--- src/rtl/snn_pkg.sv ---
`default_nettype none
// ============================================================================
// Module      : snn_pkg
// Description : Shared constants and state encoding for the post-synaptic
//               step scheduler and the blocks around it (neuron core,
//               post-synaptic buffer).
// Revision    : 1.0 - initial release
// ============================================================================
package snn_pkg;

  // Layer geometry, shared with the post-synaptic buffer
  localparam int N_NEURON   = 18;
  localparam int IDX_W      = 5;

  // Scheduler sizing
  localparam int STEP_W     = 8;
  localparam int PB_TIMEOUT = 4;
  localparam int WAIT_W     = (PB_TIMEOUT > 1) ? $clog2(PB_TIMEOUT) : 1;

  // Highest neuron index visited by a sweep
  localparam logic [IDX_W-1:0] LAST_IDX = IDX_W'(N_NEURON - 1);

  // Scheduler state encoding
  localparam logic [2:0] ST_IDLE    = 3'd0;
  localparam logic [2:0] ST_INIT    = 3'd1;
  localparam logic [2:0] ST_REQ     = 3'd2;
  localparam logic [2:0] ST_PB_WAIT = 3'd3;
  localparam logic [2:0] ST_LEARN   = 3'd4;
  localparam logic [2:0] ST_DONE    = 3'd5;

  typedef enum logic [2:0] {
    S_IDLE    = ST_IDLE,
    S_INIT    = ST_INIT,
    S_REQ     = ST_REQ,
    S_PB_WAIT = ST_PB_WAIT,
    S_LEARN   = ST_LEARN,
    S_DONE    = ST_DONE
  } state_t;

endpackage
`default_nettype wire

--- src/rtl/post_step_sched_if.sv ---
`default_nettype none
// ============================================================================
// Module      : post_step_sched_if
// Description : Bundle of the sample-control, neuron-core, post-synaptic
//               buffer and learning-engine signals around the scheduler.
//               master = scheduler side, slave = surrounding blocks.
// Revision    : 1.0 - initial release
// ============================================================================
interface post_step_sched_if;
  import snn_pkg::*;

  // Sample controller
  logic              i_start;
  logic [STEP_W-1:0] i_num_steps;
  logic [STEP_W-1:0] o_step_cnt;
  logic              o_busy;
  logic              o_sample_done;
  logic              o_err;

  // Neuron core
  logic              o_nrn_req;
  logic [IDX_W-1:0]  o_nrn_idx;
  logic              i_nrn_ack;
  logic              i_nrn_spike;

  // Post-synaptic buffer
  logic              o_pb_valid;
  logic              o_pb_spike;
  logic [IDX_W-1:0]  o_pb_neuron_idx;
  logic              o_pb_s_init;
  logic              o_pb_cnt_clr;
  logic              i_pb_valid;

  // Learning engine
  logic              o_learn_start;
  logic              i_learn_done;

  modport master (
    input  i_start, i_num_steps, i_nrn_ack, i_nrn_spike, i_pb_valid, i_learn_done,
    output o_step_cnt, o_busy, o_sample_done, o_err,
           o_nrn_req, o_nrn_idx,
           o_pb_valid, o_pb_spike, o_pb_neuron_idx, o_pb_s_init, o_pb_cnt_clr,
           o_learn_start
  );

  modport slave (
    output i_start, i_num_steps, i_nrn_ack, i_nrn_spike, i_pb_valid, i_learn_done,
    input  o_step_cnt, o_busy, o_sample_done, o_err,
           o_nrn_req, o_nrn_idx,
           o_pb_valid, o_pb_spike, o_pb_neuron_idx, o_pb_s_init, o_pb_cnt_clr,
           o_learn_start
  );

endinterface
`default_nettype wire

--- src/rtl/post_step_sched.sv ---
`default_nettype none
// ============================================================================
// Module      : post_step_sched
// Description : Sequences the post-synaptic buffer for one input sample:
//               trace init + counter clear, then per timestep a neuron sweep
//               (each result forwarded to the buffer), a wait for the
//               buffer's end-of-sweep valid and one learning phase.
// Revision    : 1.0 - initial release
// ============================================================================
module post_step_sched
  import snn_pkg::*;
(
  input  wire logic            clk,
  input  wire logic            rst,
  post_step_sched_if.master    bus
);

  state_t              r_state;
  logic [IDX_W-1:0]    r_idx;
  logic [STEP_W-1:0]   r_step_cnt;
  logic [STEP_W-1:0]   r_steps;
  logic [WAIT_W-1:0]   r_wait_cnt;

  logic                r_nrn_req;
  logic [IDX_W-1:0]    r_nrn_idx;
  logic                r_pb_valid;
  logic                r_pb_spike;
  logic [IDX_W-1:0]    r_pb_neuron_idx;
  logic                r_pb_s_init;
  logic                r_pb_cnt_clr;
  logic                r_learn_start;
  logic                r_busy;
  logic                r_sample_done;
  logic                r_err;

  // A programmed step count of zero still runs one timestep
  logic [STEP_W-1:0]   w_steps_in;
  assign w_steps_in = (bus.i_num_steps == '0) ? STEP_W'(1) : bus.i_num_steps;

  // Scheduler FSM; every output is a register updated alongside the state
  always_ff @(posedge clk) begin
    if (rst) begin
      r_state         <= S_IDLE;
      r_idx           <= '0;
      r_step_cnt      <= '0;
      r_steps         <= '0;
      r_wait_cnt      <= '0;
      r_nrn_req       <= 1'b0;
      r_nrn_idx       <= '0;
      r_pb_valid      <= 1'b0;
      r_pb_spike      <= 1'b0;
      r_pb_neuron_idx <= '0;
      r_pb_s_init     <= 1'b0;
      r_pb_cnt_clr    <= 1'b0;
      r_learn_start   <= 1'b0;
      r_busy          <= 1'b0;
      r_sample_done   <= 1'b0;
      r_err           <= 1'b0;
    end else begin
      // Single-cycle strobes fall back to zero unless a branch re-arms them
      r_pb_cnt_clr  <= 1'b0;
      r_pb_valid    <= 1'b0;
      r_learn_start <= 1'b0;
      r_sample_done <= 1'b0;

      case (r_state)
        S_IDLE: begin
          if (bus.i_start) begin
            r_state         <= S_INIT;
            r_idx           <= '0;
            r_step_cnt      <= '0;
            r_steps         <= w_steps_in;
            r_err           <= 1'b0;
            r_busy          <= 1'b1;
            // First INIT cycle: trace init for neuron 0 plus counter clear
            r_pb_s_init     <= 1'b1;
            r_pb_neuron_idx <= '0;
            r_pb_cnt_clr    <= 1'b1;
          end
        end

        S_INIT: begin
          if (r_idx == LAST_IDX) begin
            r_state         <= S_REQ;
            r_idx           <= '0;
            r_pb_s_init     <= 1'b0;
            r_pb_neuron_idx <= '0;
            r_nrn_req       <= 1'b1;
            r_nrn_idx       <= '0;
          end else begin
            r_idx           <= r_idx + 1'b1;
            r_pb_neuron_idx <= r_idx + 1'b1;
          end
        end

        S_REQ: begin
          if (r_nrn_req) begin
            // Request phase: hold until the core answers
            if (bus.i_nrn_ack) begin
              r_nrn_req       <= 1'b0;
              r_pb_valid      <= 1'b1;
              r_pb_spike      <= bus.i_nrn_spike;
              r_pb_neuron_idx <= r_idx;
            end
          end else begin
            // Write phase: buffer write is on the bus, any ack is ignored
            r_pb_spike <= 1'b0;
            if (r_idx == LAST_IDX) begin
              r_state    <= S_PB_WAIT;
              r_wait_cnt <= '0;
            end else begin
              r_idx     <= r_idx + 1'b1;
              r_nrn_req <= 1'b1;
              r_nrn_idx <= r_idx + 1'b1;
            end
          end
        end

        S_PB_WAIT: begin
          // A missing end-of-sweep valid is flagged but never stalls learning
          if (bus.i_pb_valid || (r_wait_cnt == WAIT_W'(PB_TIMEOUT - 1))) begin
            if (!bus.i_pb_valid) begin
              r_err <= 1'b1;
            end
            r_state       <= S_LEARN;
            r_learn_start <= 1'b1;
          end else begin
            r_wait_cnt <= r_wait_cnt + 1'b1;
          end
        end

        S_LEARN: begin
          if (bus.i_learn_done) begin
            if (r_step_cnt == r_steps - 1'b1) begin
              r_state       <= S_DONE;
              r_sample_done <= 1'b1;
            end else begin
              // Next timestep sweeps again without re-initialising traces
              r_step_cnt <= r_step_cnt + 1'b1;
              r_state    <= S_REQ;
              r_idx      <= '0;
              r_nrn_req  <= 1'b1;
              r_nrn_idx  <= '0;
            end
          end
        end

        S_DONE: begin
          r_state <= S_IDLE;
          r_busy  <= 1'b0;
        end

        default: begin
          r_state <= S_IDLE;
          r_busy  <= 1'b0;
        end
      endcase
    end
  end

  // Output mapping
  assign bus.o_nrn_req       = r_nrn_req;
  assign bus.o_nrn_idx       = r_nrn_idx;
  assign bus.o_pb_valid      = r_pb_valid;
  assign bus.o_pb_spike      = r_pb_spike;
  assign bus.o_pb_neuron_idx = r_pb_neuron_idx;
  assign bus.o_pb_s_init     = r_pb_s_init;
  assign bus.o_pb_cnt_clr    = r_pb_cnt_clr;
  assign bus.o_learn_start   = r_learn_start;
  assign bus.o_step_cnt      = r_step_cnt;
  assign bus.o_busy          = r_busy;
  assign bus.o_sample_done   = r_sample_done;
  assign bus.o_err           = r_err;

endmodule
`default_nettype wire

--- src/flat_wrapper.sv ---
// flat-port wrapper written by rule: the top's interface ports become plain ports
module post_step_sched_flat import snn_pkg::*;
  (clk, rst, bus_i_start, bus_i_num_steps, bus_i_nrn_ack, bus_i_nrn_spike, bus_i_pb_valid, bus_i_learn_done, bus_o_step_cnt, bus_o_busy, bus_o_sample_done, bus_o_err, bus_o_nrn_req, bus_o_nrn_idx, bus_o_pb_valid, bus_o_pb_spike, bus_o_pb_neuron_idx, bus_o_pb_s_init, bus_o_pb_cnt_clr, bus_o_learn_start);
  post_step_sched_if bus_i ();
  input  wire logic clk;
  input  wire logic rst;
  input wire logic [$bits(bus_i.i_start)-1:0] bus_i_start;
  input wire logic [$bits(bus_i.i_num_steps)-1:0] bus_i_num_steps;
  input wire logic [$bits(bus_i.i_nrn_ack)-1:0] bus_i_nrn_ack;
  input wire logic [$bits(bus_i.i_nrn_spike)-1:0] bus_i_nrn_spike;
  input wire logic [$bits(bus_i.i_pb_valid)-1:0] bus_i_pb_valid;
  input wire logic [$bits(bus_i.i_learn_done)-1:0] bus_i_learn_done;
  output wire logic [$bits(bus_i.o_step_cnt)-1:0] bus_o_step_cnt;
  output wire logic [$bits(bus_i.o_busy)-1:0] bus_o_busy;
  output wire logic [$bits(bus_i.o_sample_done)-1:0] bus_o_sample_done;
  output wire logic [$bits(bus_i.o_err)-1:0] bus_o_err;
  output wire logic [$bits(bus_i.o_nrn_req)-1:0] bus_o_nrn_req;
  output wire logic [$bits(bus_i.o_nrn_idx)-1:0] bus_o_nrn_idx;
  output wire logic [$bits(bus_i.o_pb_valid)-1:0] bus_o_pb_valid;
  output wire logic [$bits(bus_i.o_pb_spike)-1:0] bus_o_pb_spike;
  output wire logic [$bits(bus_i.o_pb_neuron_idx)-1:0] bus_o_pb_neuron_idx;
  output wire logic [$bits(bus_i.o_pb_s_init)-1:0] bus_o_pb_s_init;
  output wire logic [$bits(bus_i.o_pb_cnt_clr)-1:0] bus_o_pb_cnt_clr;
  output wire logic [$bits(bus_i.o_learn_start)-1:0] bus_o_learn_start;
  assign bus_i.i_start = bus_i_start;
  assign bus_i.i_num_steps = bus_i_num_steps;
  assign bus_i.i_nrn_ack = bus_i_nrn_ack;
  assign bus_i.i_nrn_spike = bus_i_nrn_spike;
  assign bus_i.i_pb_valid = bus_i_pb_valid;
  assign bus_i.i_learn_done = bus_i_learn_done;
  assign bus_o_step_cnt = bus_i.o_step_cnt;
  assign bus_o_busy = bus_i.o_busy;
  assign bus_o_sample_done = bus_i.o_sample_done;
  assign bus_o_err = bus_i.o_err;
  assign bus_o_nrn_req = bus_i.o_nrn_req;
  assign bus_o_nrn_idx = bus_i.o_nrn_idx;
  assign bus_o_pb_valid = bus_i.o_pb_valid;
  assign bus_o_pb_spike = bus_i.o_pb_spike;
  assign bus_o_pb_neuron_idx = bus_i.o_pb_neuron_idx;
  assign bus_o_pb_s_init = bus_i.o_pb_s_init;
  assign bus_o_pb_cnt_clr = bus_i.o_pb_cnt_clr;
  assign bus_o_learn_start = bus_i.o_learn_start;
  post_step_sched u_core (.clk(clk), .rst(rst), .bus(bus_i));
endmodule
--- config.mk ---
export PLATFORM = sky130hd
export DESIGN_NAME = post_step_sched_flat
export DESIGN_NICKNAME = d
export VERILOG_FILES = /design/src/rtl/snn_pkg.sv /design/src/rtl/post_step_sched_if.sv /design/src/rtl/post_step_sched.sv /design/src/flat_wrapper.sv
export SDC_FILE = /design/constraint.sdc
export NUM_CORES = 1
export LEC_CHECK = 0
export CORE_ASPECT_RATIO = 1.75
export CORE_MARGIN = 1
export CORE_UTILIZATION = 40
export DETAILED_ROUTE_END_ITERATION = 6
export PLACE_DENSITY = 0.61
export SYNTH_ARGS = -nofsm -noshare
export SYNTH_HDL_FRONTEND = slang
export SYNTH_SLANG_ARGS = --single-unit
--- constraint.sdc ---
create_clock -name clk -period 4.8 [get_ports clk]
set_input_delay 0.48 -clock clk [delete_from_list [all_inputs] [get_ports clk]]
set_output_delay 0.48 -clock clk [all_outputs]
set_load 0.01 [all_outputs]
==> flow_metrics.env <==
export IMPL_grt_overflow_total=0
export IMPL_regArea_um2=901
export IMPL_place_inst=406
export IMPL_multiInputGateArea_um2=1420
export IMPL_drt_iter0_drc=118
export IMPL_yosysTopAreaCellShare=0.369
export IMPL_numCtsBuffers=5
export IMPL_clk_latency_ns=0.30
export IMPL_chipHeight_um=105
export IMPL_path_clk_slew_ns=0.09
export IMPL_fmax_mhz=343
export IMPL_antenna_found_initial=0
export IMPL_final_max_slew_viol_count=0
export IMPL_syn_inst=304
export IMPL_synth_area_um2=2440
export IMPL_route_met2_wl_um=3620
export IMPL_setup_violations=0
export IMPL_grt_pass1_vias=2260
export IMPL_synth_commonest_cells="dfxtp_1, nand2_1, a21oi_1, nor2_1, o21ai_0"
export IMPL_hpwl_um=4690
export IMPL_max_cap_violations=0
export IMPL_finClkSkew_ns=0.00785
export IMPL_vias_per_cell=5.58
export IMPL_io_buffers=41
export IMPL_path_class="reg -> reg"
export IMPL_synthAdderAreaFrac=0.0256
export IMPL_antenna_cells=0
export IMPL_start_util=0.415
export IMPL_avgSynthCellArea_um2=8.03
export IMPL_cts_sinks=45
export IMPL_async_flop_share=0
export IMPL_vias=2310
export IMPL_h_tree_depth=2
export IMPL_rows=37
export IMPL_synth_edf_count=0
export IMPL_rsz0062_at_grt="no"
export IMPL_grtUsageTotal=0.211
export IMPL_cts_setup_buffers=0
export IMPL_fp_dieW_um=61.1
export IMPL_final_setup_tns_ns=0
export IMPL_required_ns=5.00
export IMPL_yosys_area_top_type="dfxtp_1"
export IMPL_yosys_warnings=0
export IMPL_m1WireLength_um=2540
export IMPL_synth_mux_area_frac=0.0174
export IMPL_start_kind="register"
export IMPL_cts_resized_gates=0
export IMPL_ant_nets=0
export IMPL_synth_compound_area_share=0.222
export IMPL_hold_path_class="reg -> reg"
export IMPL_clk_path_buf_depth=2
export IMPL_tightestPinTransition_ns=0.965
export IMPL_critPathMaxFanout=5
export IMPL_status="complete, no violations"
export IMPL_final_nets=355
export IMPL_slew_limit_headroom=0.352
export IMPL_hold_viol_final=0
export IMPL_synth_seq_cells=45
export IMPL_dieArea_um2=6430
export IMPL_drive_above_1_share=0.0565
export IMPL_yosys_area_share_xor_xnor=0.0430
export IMPL_crit_path_end_kind="register"
export IMPL_ys_types=57
export IMPL_core_area_um2=5880
export IMPL_fillCellCount=616
export IMPL_fin_crit_sh=0.607
export IMPL_grt_max_degree=44
export IMPL_routed_wirelength_um=6380
export IMPL_wl_met3_um=148
export IMPL_place_congestion=0.816
export IMPL_ir_drop_mv=0.163
export IMPL_postCtsHoldBufs=0
export IMPL_grt_pass1_wl_um=10400
export IMPL_stdcell_count=414
export IMPL_cts_root_buf="clkbuf_8"
export IMPL_synth_fp_nets=324
export IMPL_post_route_drc_count=0
export IMPL_drtPass1Iterations=4
export IMPL_synth_top_family_by_area="simple AND/OR/NAND/NOR gates"
export IMPL_area_growth_pct=22.4
export IMPL_ys_top_cells_by_area="dfxtp_1, a21oi_1, nand2_1"
export IMPL_powerDensity_nw_per_um2=285
export IMPL_top_layer="met4"
export IMPL_synth_most_common_cell="dfxtp_1"
export IMPL_ios=42
export IMPL_wl_per_cell_um=15.4
export IMPL_synth_simple_area_share=0.274
export IMPL_synth_main_ff_cell="dfxtp_1"
export IMPL_p_leak_nw=1.03
export IMPL_period_needed_ns=2.91
export IMPL_ys_seq_area_frac=0.369
export IMPL_arrival_ns=3.11
export IMPL_tritoncts="yes"
==> layout by cell type, fill, tap and decap left out, drive strengths merged, types with 2 or more instances in the layout <==
cell,instances
nor4,3
mux2i,2
and2,3
nand2,31
nand3,5
a31oi,2
a211oi,9
clkbuf,6
nand2b,8
dfxtp,45
or4,7
o21bai,2
clkdlybuf4s50,41
o211ai,4
nor2,25
ha,5
xnor2,10
a21oi,30
o21ai,23
mux2,2
o211a,2
and3,2
inv,6
buf,2
xor2,2
nor3b,3
a22oi,4
nor2b,9
o41ai,2
nand4,4
or3,9
nor3,9
==> path summary, 6_finish.rpt <==
| path | startpoint | end | slack (ns) | depth (start not counted) |
|---|---|---|---|---|
| worst max-delay path | u_core.r_steps[0]$_SDFFE_PP0P_ | u_core.r_idx[1]$_SDFFE_PP0P_ | 1.89 | 8 |
| worst min-delay path | u_core.bus.o_busy$_SDFFE_PP0P_ | u_core.bus.o_busy$_SDFFE_PP0P_ | 0.47 | 2 |
| worst max register to register | u_core.r_steps[0]$_SDFFE_PP0P_ | u_core.r_idx[1]$_SDFFE_PP0P_ | 1.89 | 8 |
| worst min register to register | u_core.bus.o_busy$_SDFFE_PP0P_ | u_core.bus.o_busy$_SDFFE_PP0P_ | 0.47 | 2 |
==> state kept, by name, summed over array words and instances, names as in the netlist, 2 cells and up <==
signal / flops
u_core.r_idx: 5
u_core.bus.o_nrn_idx: 5
u_core.r_state: 3
u_core.r_steps: 8
u_core.r_wait_cnt: 2
u_core.bus.o_pb_neuron_idx: 5
u_core.bus.o_step_cnt: 8
==> logic make-up (layout without fill, tap and decap cells) <==
kind of cell / count (synthesis) / after routing
DFF: 45 / 45
AOI/OAI and AO/OA: 87 / 87
and+or+nand+nor: 126 / 126
buffers and inverters: 25 / 57
xor gates and xnor gates: 12 / 12
muxes: 4 / 4
adders and majority gates: 5 / 5
==> critical path, stage by stage, from the launching register on <==
cell,delay (ns)
dfxtp_1,0.35
inv_1,0.08
ha_1,0.23
or3b_2,0.49
or4_2,0.54
a22oi_1,0.28
o211ai_1,0.25
o211ai_2,0.21
mux2_2,0.38
==> power breakdown <==
| group | leakage, nW | internal, mW | total, mW | switching [mW] |
|---|---|---|---|---|
| Clock | 0.0574 | 0.169 | 0.304 | 0.135 |
| Sequential | 0.366 | 0.388 | 0.407 | 0.0194 |
| Combinational | 0.604 | 0.0643 | 0.141 | 0.0766 |
==> per-stage QoR <==
stage	utilization	setup slack [ns]	area [µm²]	total power, mW	hold WS (ns)
2_1_floorplan	-	2.11	2440	0.505	0.444
3_3_place_gp	0.488	2.00	2870	0.553	0.453
3_5_place_dp	0.488	1.90	2870	0.555	0.464
4_1_cts	0.508	1.90	2990	0.860	0.478
5_1_grt	0.508	1.72	2990	0.893	0.504
6_report	0.508	1.89	2990	0.852	0.470
==> layout make-up <==
type	count	share of cell area
tap	78	0.0326
timing repair buffer	43	0.142
inverter	6	0.00753
multi-input combinational	234	0.476
clock buffer	6	0.0276
sequential	45	0.301
clock inverter	2	0.0126
==> layer usage <==
layer,GRT usage,vias up
met5,0,-
met4,0.0698,0
met3,0.0282,7
met2,0.400,33
met1,0.224,1104
li1,-,1166
(Power assumes the default switching activity.)
